<file path="config.mk">
export PLATFORM = sky130hd
export DESIGN_NAME = pipe_ctrl
export DESIGN_NICKNAME = d
export VERILOG_FILES = /design/src/rtl/pipe_ctrl_pkg.sv /design/src/rtl/pipe_ctrl_load_use_det.sv /design/src/rtl/pipe_ctrl.sv
export SDC_FILE = /design/constraint.sdc
export NUM_CORES = 1
export LEC_CHECK = 0
export ABC_AREA = 1
export CAP_MARGIN = 20
export CORE_AREA = 2 2 80 82
export CTS_BUF_LIST = sky130_fd_sc_hd__clkbuf_4 sky130_fd_sc_hd__clkbuf_8 sky130_fd_sc_hd__clkbuf_16
export CTS_CLUSTER_SIZE = 40
export DETAILED_ROUTE_END_ITERATION = 6
export DIE_AREA = 0 0 82 84
export PLACE_DENSITY = 0.81
export SETUP_SLACK_MARGIN = 0.2
export SLEW_MARGIN = 20
export SYNTH_ARGS = -nofsm -noshare
export SYNTH_HDL_FRONTEND = slang
export SYNTH_HIERARCHICAL = 1
export SYNTH_SLANG_ARGS = --single-unit
</file>
<file path="constraint.sdc">
create_clock -name clk_i -period 2.6 [get_ports clk_i]
set_clock_uncertainty 0.1 [all_clocks]
set_input_delay 0.39 -clock clk_i [delete_from_list [all_inputs] [get_ports clk_i]]
set_output_delay 0.39 -clock clk_i [all_outputs]
set_load 0.02 [all_outputs]
</file>
<file path="src/rtl/pipe_ctrl_pkg.sv">
// pipe_ctrl_pkg: shared encodings for the pipeline hazard/stall controller.
//   Defines : ADDR_WIDTH, RADDR_WIDTH, MEM_NOP, state encodings, stage bit
//             indices and trap cause codes (macros, visible to later files).
//   Package : state_t enum built on the state encoding macros.
`ifndef PIPE_CTRL_DEFINES_SV
`define PIPE_CTRL_DEFINES_SV
`define ADDR_WIDTH        32
`define RADDR_WIDTH       5
`define MEM_NOP           4'h0
`define ST_RUN            2'd0
`define ST_MEM_WAIT       2'd1
`define ST_BUS_ERR        2'd2
`define STG_PC            0
`define STG_IFID          1
`define STG_IDEX          2
`define STG_EXMEM         3
`define STG_MEMWB         4
`define CAUSE_LOAD_FAULT  4'd5
`define CAUSE_STORE_FAULT 4'd7
`define CAUSE_ECALL       4'd11
`endif

package pipe_ctrl_pkg;

  typedef enum logic [1:0] {
    RUN      = `ST_RUN,
    MEM_WAIT = `ST_MEM_WAIT,
    BUS_ERR  = `ST_BUS_ERR
  } state_t;

  localparam int NUM_STAGES = 5;

endpackage

</file>
<file path="src/rtl/pipe_ctrl_load_use_det.sv">
// load_use_det: combinational load-use hazard detector.
//   Inputs : ex_is_load_i, ex_rd_i (load in ID/EX and its destination),
//            id_rs1_i/id_rs2_i with read enables (sources in ID).
//   Output : hazard_o, high when the ID instruction reads the load's rd.
//   x0 is never a hazard since it is hard-wired to zero.
module load_use_det (
  input  logic                    ex_is_load_i,
  input  logic [`RADDR_WIDTH-1:0] ex_rd_i,
  input  logic [`RADDR_WIDTH-1:0] id_rs1_i,
  input  logic [`RADDR_WIDTH-1:0] id_rs2_i,
  input  logic                    id_rs1_re_i,
  input  logic                    id_rs2_re_i,
  output logic                    hazard_o
);

  logic w_rs1_hit;
  logic w_rs2_hit;

  assign w_rs1_hit = id_rs1_re_i && (id_rs1_i == ex_rd_i);
  assign w_rs2_hit = id_rs2_re_i && (id_rs2_i == ex_rd_i);
  assign hazard_o  = ex_is_load_i && (ex_rd_i != '0) && (w_rs1_hit || w_rs2_hit);

endmodule

</file>
<file path="src/rtl/pipe_ctrl.sv">
// pipe_ctrl: pipeline stall/flush/redirect/trap controller.
//   Inputs : clk_i, rst_i (async, active-high), EX/MEM memory op + ack,
//            load-use operands, resolved branch, ecall/PC/mtvec.
//   Outputs: stall_o/flush_o (bit 0 PC .. bit 4 MEM/WB), mem_req_o,
//            redirect_o/redirect_pc_o, trap_o/trap_cause_o/trap_epc_o.
//   Option : define PIPE_CTRL_TIMEOUT_EN to add the MEM_WAIT timeout counter
//            and the one-cycle BUS_ERR trap state.
//
//   state    | meaning
//   RUN      | normal flow; a memory op without ack stalls and enters MEM_WAIT
//   MEM_WAIT | data bus busy; stall until ack
//   BUS_ERR  | one cycle: flush everything, raise access-fault trap
module pipe_ctrl
  import pipe_ctrl_pkg::*;
#(
  parameter int unsigned TIMEOUT_CYCLES = 16
) (
  input  logic                    clk_i,
  input  logic                    rst_i,
  input  logic [3:0]              ex_mem_op_i,
  input  logic                    ex_mem_we_i,
  input  logic                    mem_ack_i,
  input  logic                    ex_is_load_i,
  input  logic [`RADDR_WIDTH-1:0] ex_rd_i,
  input  logic [`RADDR_WIDTH-1:0] id_rs1_i,
  input  logic [`RADDR_WIDTH-1:0] id_rs2_i,
  input  logic                    id_rs1_re_i,
  input  logic                    id_rs2_re_i,
  input  logic                    branch_taken_i,
  input  logic [`ADDR_WIDTH-1:0]  branch_target_i,
  input  logic                    ecall_i,
  input  logic [`ADDR_WIDTH-1:0]  ex_pc_i,
  input  logic [`ADDR_WIDTH-1:0]  mtvec_i,
  output logic [4:0]              stall_o,
  output logic [4:0]              flush_o,
  output logic                    mem_req_o,
  output logic                    redirect_o,
  output logic [`ADDR_WIDTH-1:0]  redirect_pc_o,
  output logic                    trap_o,
  output logic [3:0]              trap_cause_o,
  output logic [`ADDR_WIDTH-1:0]  trap_epc_o
);

  state_t r_state;
  state_t w_state_nxt;
  logic   w_load_use;
  logic   w_mem_stall;
  logic   w_bus_err;
  logic   w_timeout;

  load_use_det u_load_use_det (
    .ex_is_load_i (ex_is_load_i),
    .ex_rd_i      (ex_rd_i),
    .id_rs1_i     (id_rs1_i),
    .id_rs2_i     (id_rs2_i),
    .id_rs1_re_i  (id_rs1_re_i),
    .id_rs2_re_i  (id_rs2_re_i),
    .hazard_o     (w_load_use)
  );

`ifdef PIPE_CTRL_TIMEOUT_EN
  logic [7:0] r_wait_cnt;

  // Counts completed MEM_WAIT cycles; any other state clears it.
  always_ff @(posedge clk_i or posedge rst_i) begin
    if (rst_i)
      r_wait_cnt <= '0;
    else if (r_state == MEM_WAIT && !mem_ack_i)
      r_wait_cnt <= r_wait_cnt + 8'd1;
    else
      r_wait_cnt <= '0;
  end

  assign w_timeout = (r_wait_cnt == 8'(TIMEOUT_CYCLES - 1));
`else
  logic w_unused_cfg;
  assign w_unused_cfg = ex_mem_we_i ^ (TIMEOUT_CYCLES != 0);
  assign w_timeout    = 1'b0;
`endif

  always_ff @(posedge clk_i or posedge rst_i) begin
    if (rst_i)
      r_state <= RUN;
    else
      r_state <= w_state_nxt;
  end

  always_comb begin
    w_state_nxt   = r_state;
    w_mem_stall   = 1'b0;
    w_bus_err     = 1'b0;
    stall_o       = '0;
    flush_o       = '0;
    mem_req_o     = 1'b0;
    redirect_o    = 1'b0;
    redirect_pc_o = '0;
    trap_o        = 1'b0;
    trap_cause_o  = '0;
    trap_epc_o    = '0;

    case (r_state)
      RUN: begin
        mem_req_o = (ex_mem_op_i != `MEM_NOP);
        if (mem_req_o && !mem_ack_i) begin
          w_mem_stall = 1'b1;
          w_state_nxt = MEM_WAIT;
        end
      end
      MEM_WAIT: begin
        mem_req_o = 1'b1;
        if (mem_ack_i) begin
          w_state_nxt = RUN;
        end else begin
          w_mem_stall = 1'b1;
          if (w_timeout) w_state_nxt = BUS_ERR;
        end
      end
      BUS_ERR: begin
        w_bus_err   = 1'b1;
        w_state_nxt = RUN;
      end
      default: w_state_nxt = RUN;
    endcase

    // Priority chain: lower events are dropped, the stalled stages re-present them.
    if (w_bus_err) begin
      flush_o       = '1;
      trap_o        = 1'b1;
      trap_cause_o  = ex_mem_we_i ? `CAUSE_STORE_FAULT : `CAUSE_LOAD_FAULT;
      trap_epc_o    = ex_pc_i;
      redirect_o    = 1'b1;
      redirect_pc_o = mtvec_i;
    end else if (w_mem_stall) begin
      stall_o[`STG_EXMEM:`STG_PC] = '1;
      flush_o[`STG_MEMWB]         = 1'b1;
    end else if (ecall_i) begin
      trap_o                       = 1'b1;
      trap_cause_o                 = `CAUSE_ECALL;
      trap_epc_o                   = ex_pc_i;
      redirect_o                   = 1'b1;
      redirect_pc_o                = mtvec_i;
      flush_o[`STG_EXMEM:`STG_IFID] = '1;
    end else if (branch_taken_i) begin
      redirect_o                   = 1'b1;
      redirect_pc_o                = branch_target_i;
      flush_o[`STG_IDEX:`STG_IFID] = '1;
    end else if (w_load_use) begin
      stall_o[`STG_IFID:`STG_PC] = '1;
      flush_o[`STG_IDEX]         = 1'b1;
    end

    // Reset silences every output immediately, even mid-transaction.
    if (rst_i) begin
      stall_o       = '0;
      flush_o       = '0;
      mem_req_o     = 1'b0;
      redirect_o    = 1'b0;
      redirect_pc_o = '0;
      trap_o        = 1'b0;
      trap_cause_o  = '0;
      trap_epc_o    = '0;
    end
  end

endmodule

</file>
# == Yosys cells after proc, flatten, opt, wreduce, memory -nomap -nowiden ==
# Cells that the tools add are included.
# word_totals
register_bits,2
latchBits,0
ramBits,0
mem_bits_ro,0
in_bits,124
output_inout_bits,81
n_memories,0
# classes
addsub,0
mul,0
div_mod_pow,0
magnitude_cmp,0
eq_ne,6
shift,0
mux,47
bitwise_logic,0
reduce_logical,11
# ops
cell,count
2-to-1 mux 32 bit,9
2-to-1 mux 4 bit,7
2-to-1 mux 2 bit,9
2-to-1 mux 1 bit,17
== test 5 bit,2
logical AND 1 bit,5
2-to-1 mux 5 bit,1
nonzero test 5 bit,1
"!= test 2 bit, second input constant",2
case mux 1 bit (2 select lines),2
case mux 2 bit (2 select lines),1
nonzero test 4 bit,1
2-to-1 mux 3 bit,1
"== test 2 x 1 -> 1 bit, second input constant",1
"== test 2 bit, second input constant",1
zero test 2 bit,1
AND reduction 2 bit,1
zero test 1 bit,1
logical OR 1 bit,1

# == Longest topological paths before layout ==
# logic_depth
word_depth,10
mapped_depth,9

# == Modules after synthesis ==
# Netlist, hierarchy kept.
# by_module_without_submodules
mod,instances,cells_each,area_each_um2,seq_area_each_um2
pipe_ctrl,1,274,1199.9,25.0
load_use_det,1,54,216.5,0.0

# == Least setup slack after synthesis ==
# Ideal clock, no wire load.
# synth_timing
path_type,in2out
from,input port ex_mem_op_i[2]
to,output port flush_o[1]
arrival_ns,1.333
required_ns,2.110
setup_slack_ns,0.777
cell_stages,6
cell_sequence,nor2_1 nand3_2 nand2_4 nand2_1 nor2_1 buf_4
# synth_via
elab_chain_len,7
# synth_lines
item,line_no,text
start: declaration,pipe_ctrl.sv:20,"input logic [3:0] ex_mem_op_i,"
nonzero test 4 bit (no source line),n/a,
logical AND 1 bit,pipe_ctrl.sv:104,if (mem_req_o && !mem_ack_i) begin
2-to-1 mux 1 bit,pipe_ctrl.sv:104,
case mux 1 bit (2 select lines),pipe_ctrl.sv:101,case (r_state)
2-to-1 mux 3 bit,pipe_ctrl.sv:133,end else if (w_mem_stall) begin
2-to-1 mux 4 bit,pipe_ctrl.sv:126,if (w_bus_err) begin
2-to-1 mux 5 bit,pipe_ctrl.sv:153,if (rst_i) begin
end: declaration,pipe_ctrl.sv:35,"output logic [4:0] flush_o,"
# Every way passes these cells.

# == Worst setup path after layout ==
# layout_timing
from,input port ex_rd_i[4]
to,output port stall_o[1]
# layout_via
elab_chain_len,10
elab_cells_between_ends,14
cone_classes,2 x eq/ne; 6 x mux; 6 x reduce/logical
# layout_lines
item,line_no,text
start: declaration,pipe_ctrl.sv:24,"input logic [`RADDR_WIDTH-1:0] ex_rd_i,"
== test 5 bit (on tied branches),"pipe_ctrl_load_use_det.sv:19, pipe_ctrl_load_use_det.sv:20",
logical AND 1 bit (on tied branches),"pipe_ctrl_load_use_det.sv:19, pipe_ctrl_load_use_det.sv:20",
logical OR 1 bit,pipe_ctrl_load_use_det.sv:21,assign hazard_o = ex_is_load_i && (ex_rd_i != '0) && (w_rs1_hit || w_rs2_hit);
logical AND 1 bit *,pipe_ctrl_load_use_det.sv:21,
via w_load_use,pipe_ctrl.sv:46,logic w_load_use;
2-to-1 mux 2 bit *,pipe_ctrl.sv:147,end else if (w_load_use) begin
2-to-1 mux 2 bit *,pipe_ctrl.sv:143,end else if (branch_taken_i) begin
2-to-1 mux 2 bit *,pipe_ctrl.sv:136,end else if (ecall_i) begin
2-to-1 mux 2 bit *,pipe_ctrl.sv:133,
2-to-1 mux 4 bit *,pipe_ctrl.sv:126,
2-to-1 mux 4 bit *,pipe_ctrl.sv:153,
end: declaration,pipe_ctrl.sv:34,"output logic [4:0] stall_o,"
# The timed path passes the listed nets; every way through them passes the cells marked *.

==> impl_summary.txt <==
----------------------------------------------------
[Synth]
  Yosys cell types ... 19
  Post-synthesis sequential area ratio ... 0.0177
  Post-synthesis adder-cell area fraction ... 0
  Cell types with the largest area share after synthesis ... sky130_fd_sc_hd__nand2_1 (41%), sky130_fd_sc_hd__inv_1 (22%), sky130_fd_sc_hd__nor2_1 (9.0%), sky130_fd_sc_hd__buf_4 (7.4%), sky130_fd_sc_hd__nor2_2 (4.4%)
  Largest family of logic cells by synthesized area ... simple AND/OR/NAND/NOR gates
  Xor-xnor portion of the synthesized cell area ... 0
  Gate count of the mapped netlist ... 328
  Post-Synthesis Mean Instance Area ... 4.32 um^2
  Area share of the largest cell type after synthesis ... 0.413
  Synthesis Warnings ... 6
  Post-synthesis sequential element count ... 1
  Multiplexer area fraction after synthesis ... 0
  Summed instance area of the synthesized netlist ... 1420 um^2
  Simple-gate portion of the synthesized area ... 0.622
  Yosys top cell by area ... sky130_fd_sc_hd__nand2_1
  Synth Area in Compound Gates ... 0.0106

[Layout]
  Register name with the most flops ... r_state
  Final Util ... 0.553
  NumNets Final ... 653
  Commonest cells after routing, fill and taps aside ... sky130_fd_sc_hd__nand2_1 (155), sky130_fd_sc_hd__clkdlybuf4s50_1 (120), sky130_fd_sc_hd__inv_1 (82), sky130_fd_sc_hd__clkbuf_2 (48), sky130_fd_sc_hd__nor2_1 (32)
  Ratio of cells with drive above 1 in the final layout ... 0.188
  Area occupied by registers ... 25.0 um^2
  Most frequent standard cell in the layout excluding fill and tap cells ... sky130_fd_sc_hd__nand2_1
  Largest registers in the final layout ... r_state x1
  Fill cells ... 647
  Synthesis-to-layout area growth ... 138%
  Area occupied by multi-input gates ... 923 um^2
  Cell area after layout ... 3370 um^2
  Max reg flops ... 1

[Floorplanning]
  Die outline width ... 82 um
  Initial standard-cell utilization of the core ... 0.232
  Area of the die ... 6890 um^2
  Num rows ... 29
  Die height ... 84 um
  Number of placed I/O pins ... 205
  Placeable core region ... 6100 um^2

[Setup path]
  Cells along the critical path ... clkdlybuf4s50_1 > inv_2 > nand2_2 > nand2_1 > nor2_1 > nand3_2 > a21oi_2 > nand3_1 > nand2_2 > clkbuf_2
  Cell with the most instances on the worst path ... sky130_fd_sc_hd__nand2_2
  Largest stage delay, worst path ... 0.54 ns
  Critical path start-end classification ... primary input to output pin
  Worst Setup End Kind ... output pin
  Max stage delay cell, worst path ... sky130_fd_sc_hd__clkdlybuf4s50_1
  Max Fanout on Critical Path ... 4
  Worst endpoint required time ... 2.11 ns
  Worst EP arrival ... 1.89 ns
  Nature of the critical path startpoint ... primary input

[Route]
  Total via count after detailed routing ... 2417
  Detail Route Antenna Nets ... 0
  DRC violation count after routing ... 0
  DR iter-0 viols ... 75
  Routed WL per cell ... 11.5 um
  Final Routed Wirelength ... 6.93 mm
  Via count normalized by instance count ... 4.00
  1st-pass router iterations ... 4

[Timing]
  Number of hold-slack violations in the final timing report ... 0
  Final setup vio count ... 0
  Final min period ... 2.38 ns
  Unrepaired setup endpoints after global routing ... yes
  Total count of max-transition violations in the final report ... 0
  TNS Setup ... 0 ns
  Fmax achieved ... 421 MHz
  Final period utilization ... 0.914

[Power]
  Worst vdd ir ... 0.0683 mV
  P per Cell Area ... 148 nW/um^2
  Leakage power figure ... 2.15 nW

[Placed design]
  Final HPWL from detailed placement ... 5.70 mm
  Post-place instance area ... 3500 um^2
  IO buf count ... 200
  Final GP Congestion ... 0.800

[Clock tree]
  Clock insertion delay at the later pin of the skew report ... 0 ns
  Hold buffer count at cts ... 0
  CTS clock-pin slew for the worst setup and hold paths ... 0 ns

[GRT]
  Aggregate global-route resource usage ... 0.183
  Initial antenna violation count ... 1
  Number of global-route vias before repair ... 2310
  Total congestion overflow after global routing ... 0
  First-pass GRT wire length ... 10.3 mm
  Largest net degree at the start of global routing ... 31

[Flow run]
  Max capacitance violation total ... 0

[Outcome]
  Run status ... finished clean

[Min path]
  Worst hold-check path type ... primary input to asynchronous set/reset pin

----------------------------------------------------
[metal layers]
metal,share of wire,vias to the layer above,global-route usage
li1,-,1284,-
met1,0.35,1018,0.183
met2,0.54,107,0.373
met3,0.099,8,0.0422
met4,0.013,0,0.0242
met5,0,-,0
[power by group]
part	switching (mW)	total (mW)	internal, mW
sequential	0.000222	0.0170	0.0167
clock	0	0.0000000514	0.0000000514
combinational	0.214	0.482	0.267
[area by class of cell]
cell class	count	share of cell area
tap	77	0.0286
antenna	1	0.000742
sequential	1	0.00742
timing repair buffer	220	0.594
inverter	86	0.0957
multi-input combinational	220	0.274
[timing repair]
action | 4_1_cts | 5_1_grt
gates resized for setup | 110 | 99
endpoints found under the setup margin | 77 | 68
pin swaps | 2 | 5
gates cloned | 0 | 2
setup buffers | 1 | 4
endpoints found under the hold margin | 0 | 0
[worst paths after layout]
kind	startpoint	to	slack [ns]	depth (start not counted)
setup / recovery	ex_rd_i[4]	stall_o[1]	0.22	10
setup reg to reg	r_state[0]$_DFFE_PP0P_	r_state[0]$_DFFE_PP0P_	1.46	5
hold / removal	rst_i	r_state[0]$_DFFE_PP0P_	0.44	2
hold reg to reg	r_state[0]$_DFFE_PP0P_	r_state[0]$_DFFE_PP0P_	0.68	5
max in group asynchronous	rst_i	r_state[0]$_DFFE_PP0P_	1.81	2
min in group clk_i	r_state[0]$_DFFE_PP0P_	r_state[0]$_DFFE_PP0P_	0.68	5
[synth_stat cells (all sizes together)]
cell type and n:
nor2 46, nand4 1, inv 86, buf 23, nand2 161, o21ai 1, conb 1, nand3 5
nor3 1, dfrtp 1, a21oi 2
[cell families after synthesis]
| group | count (synthesis) |
|---|---|
| buffers and inverters | 109 |
| flip-flops | 1 |
| other | 1 |
| AO/OA/AOI/OAI | 3 |
| AND/OR/NAND/NOR | 214 |
[through the flow]
stage / hold WS [ns] / instances / setup slack, ns / power [mW]
after floorplan: 0.0523 / 330 / 0.777 / 0.215
after global placement: 0.677 / 597 / -0.169 / 0.509
after detailed placement: 0.687 / 597 / -0.216 / 0.515
after CTS: 0.440 / 598 / 0.115 / 0.490
after global routing: 0.470 / 604 / 0.103 / 0.541
final: 0.437 / 605 / 0.223 / 0.498
[worst max-delay path: cells and delay by family]
kind                   cells  cell delay [ns]
AND/OR/NAND/NOR            6             0.55
buffers and inverters      3             0.77
AO/OA/AOI/OAI              1             0.18
No activity file was read; power rests on OpenSTA's default activity.
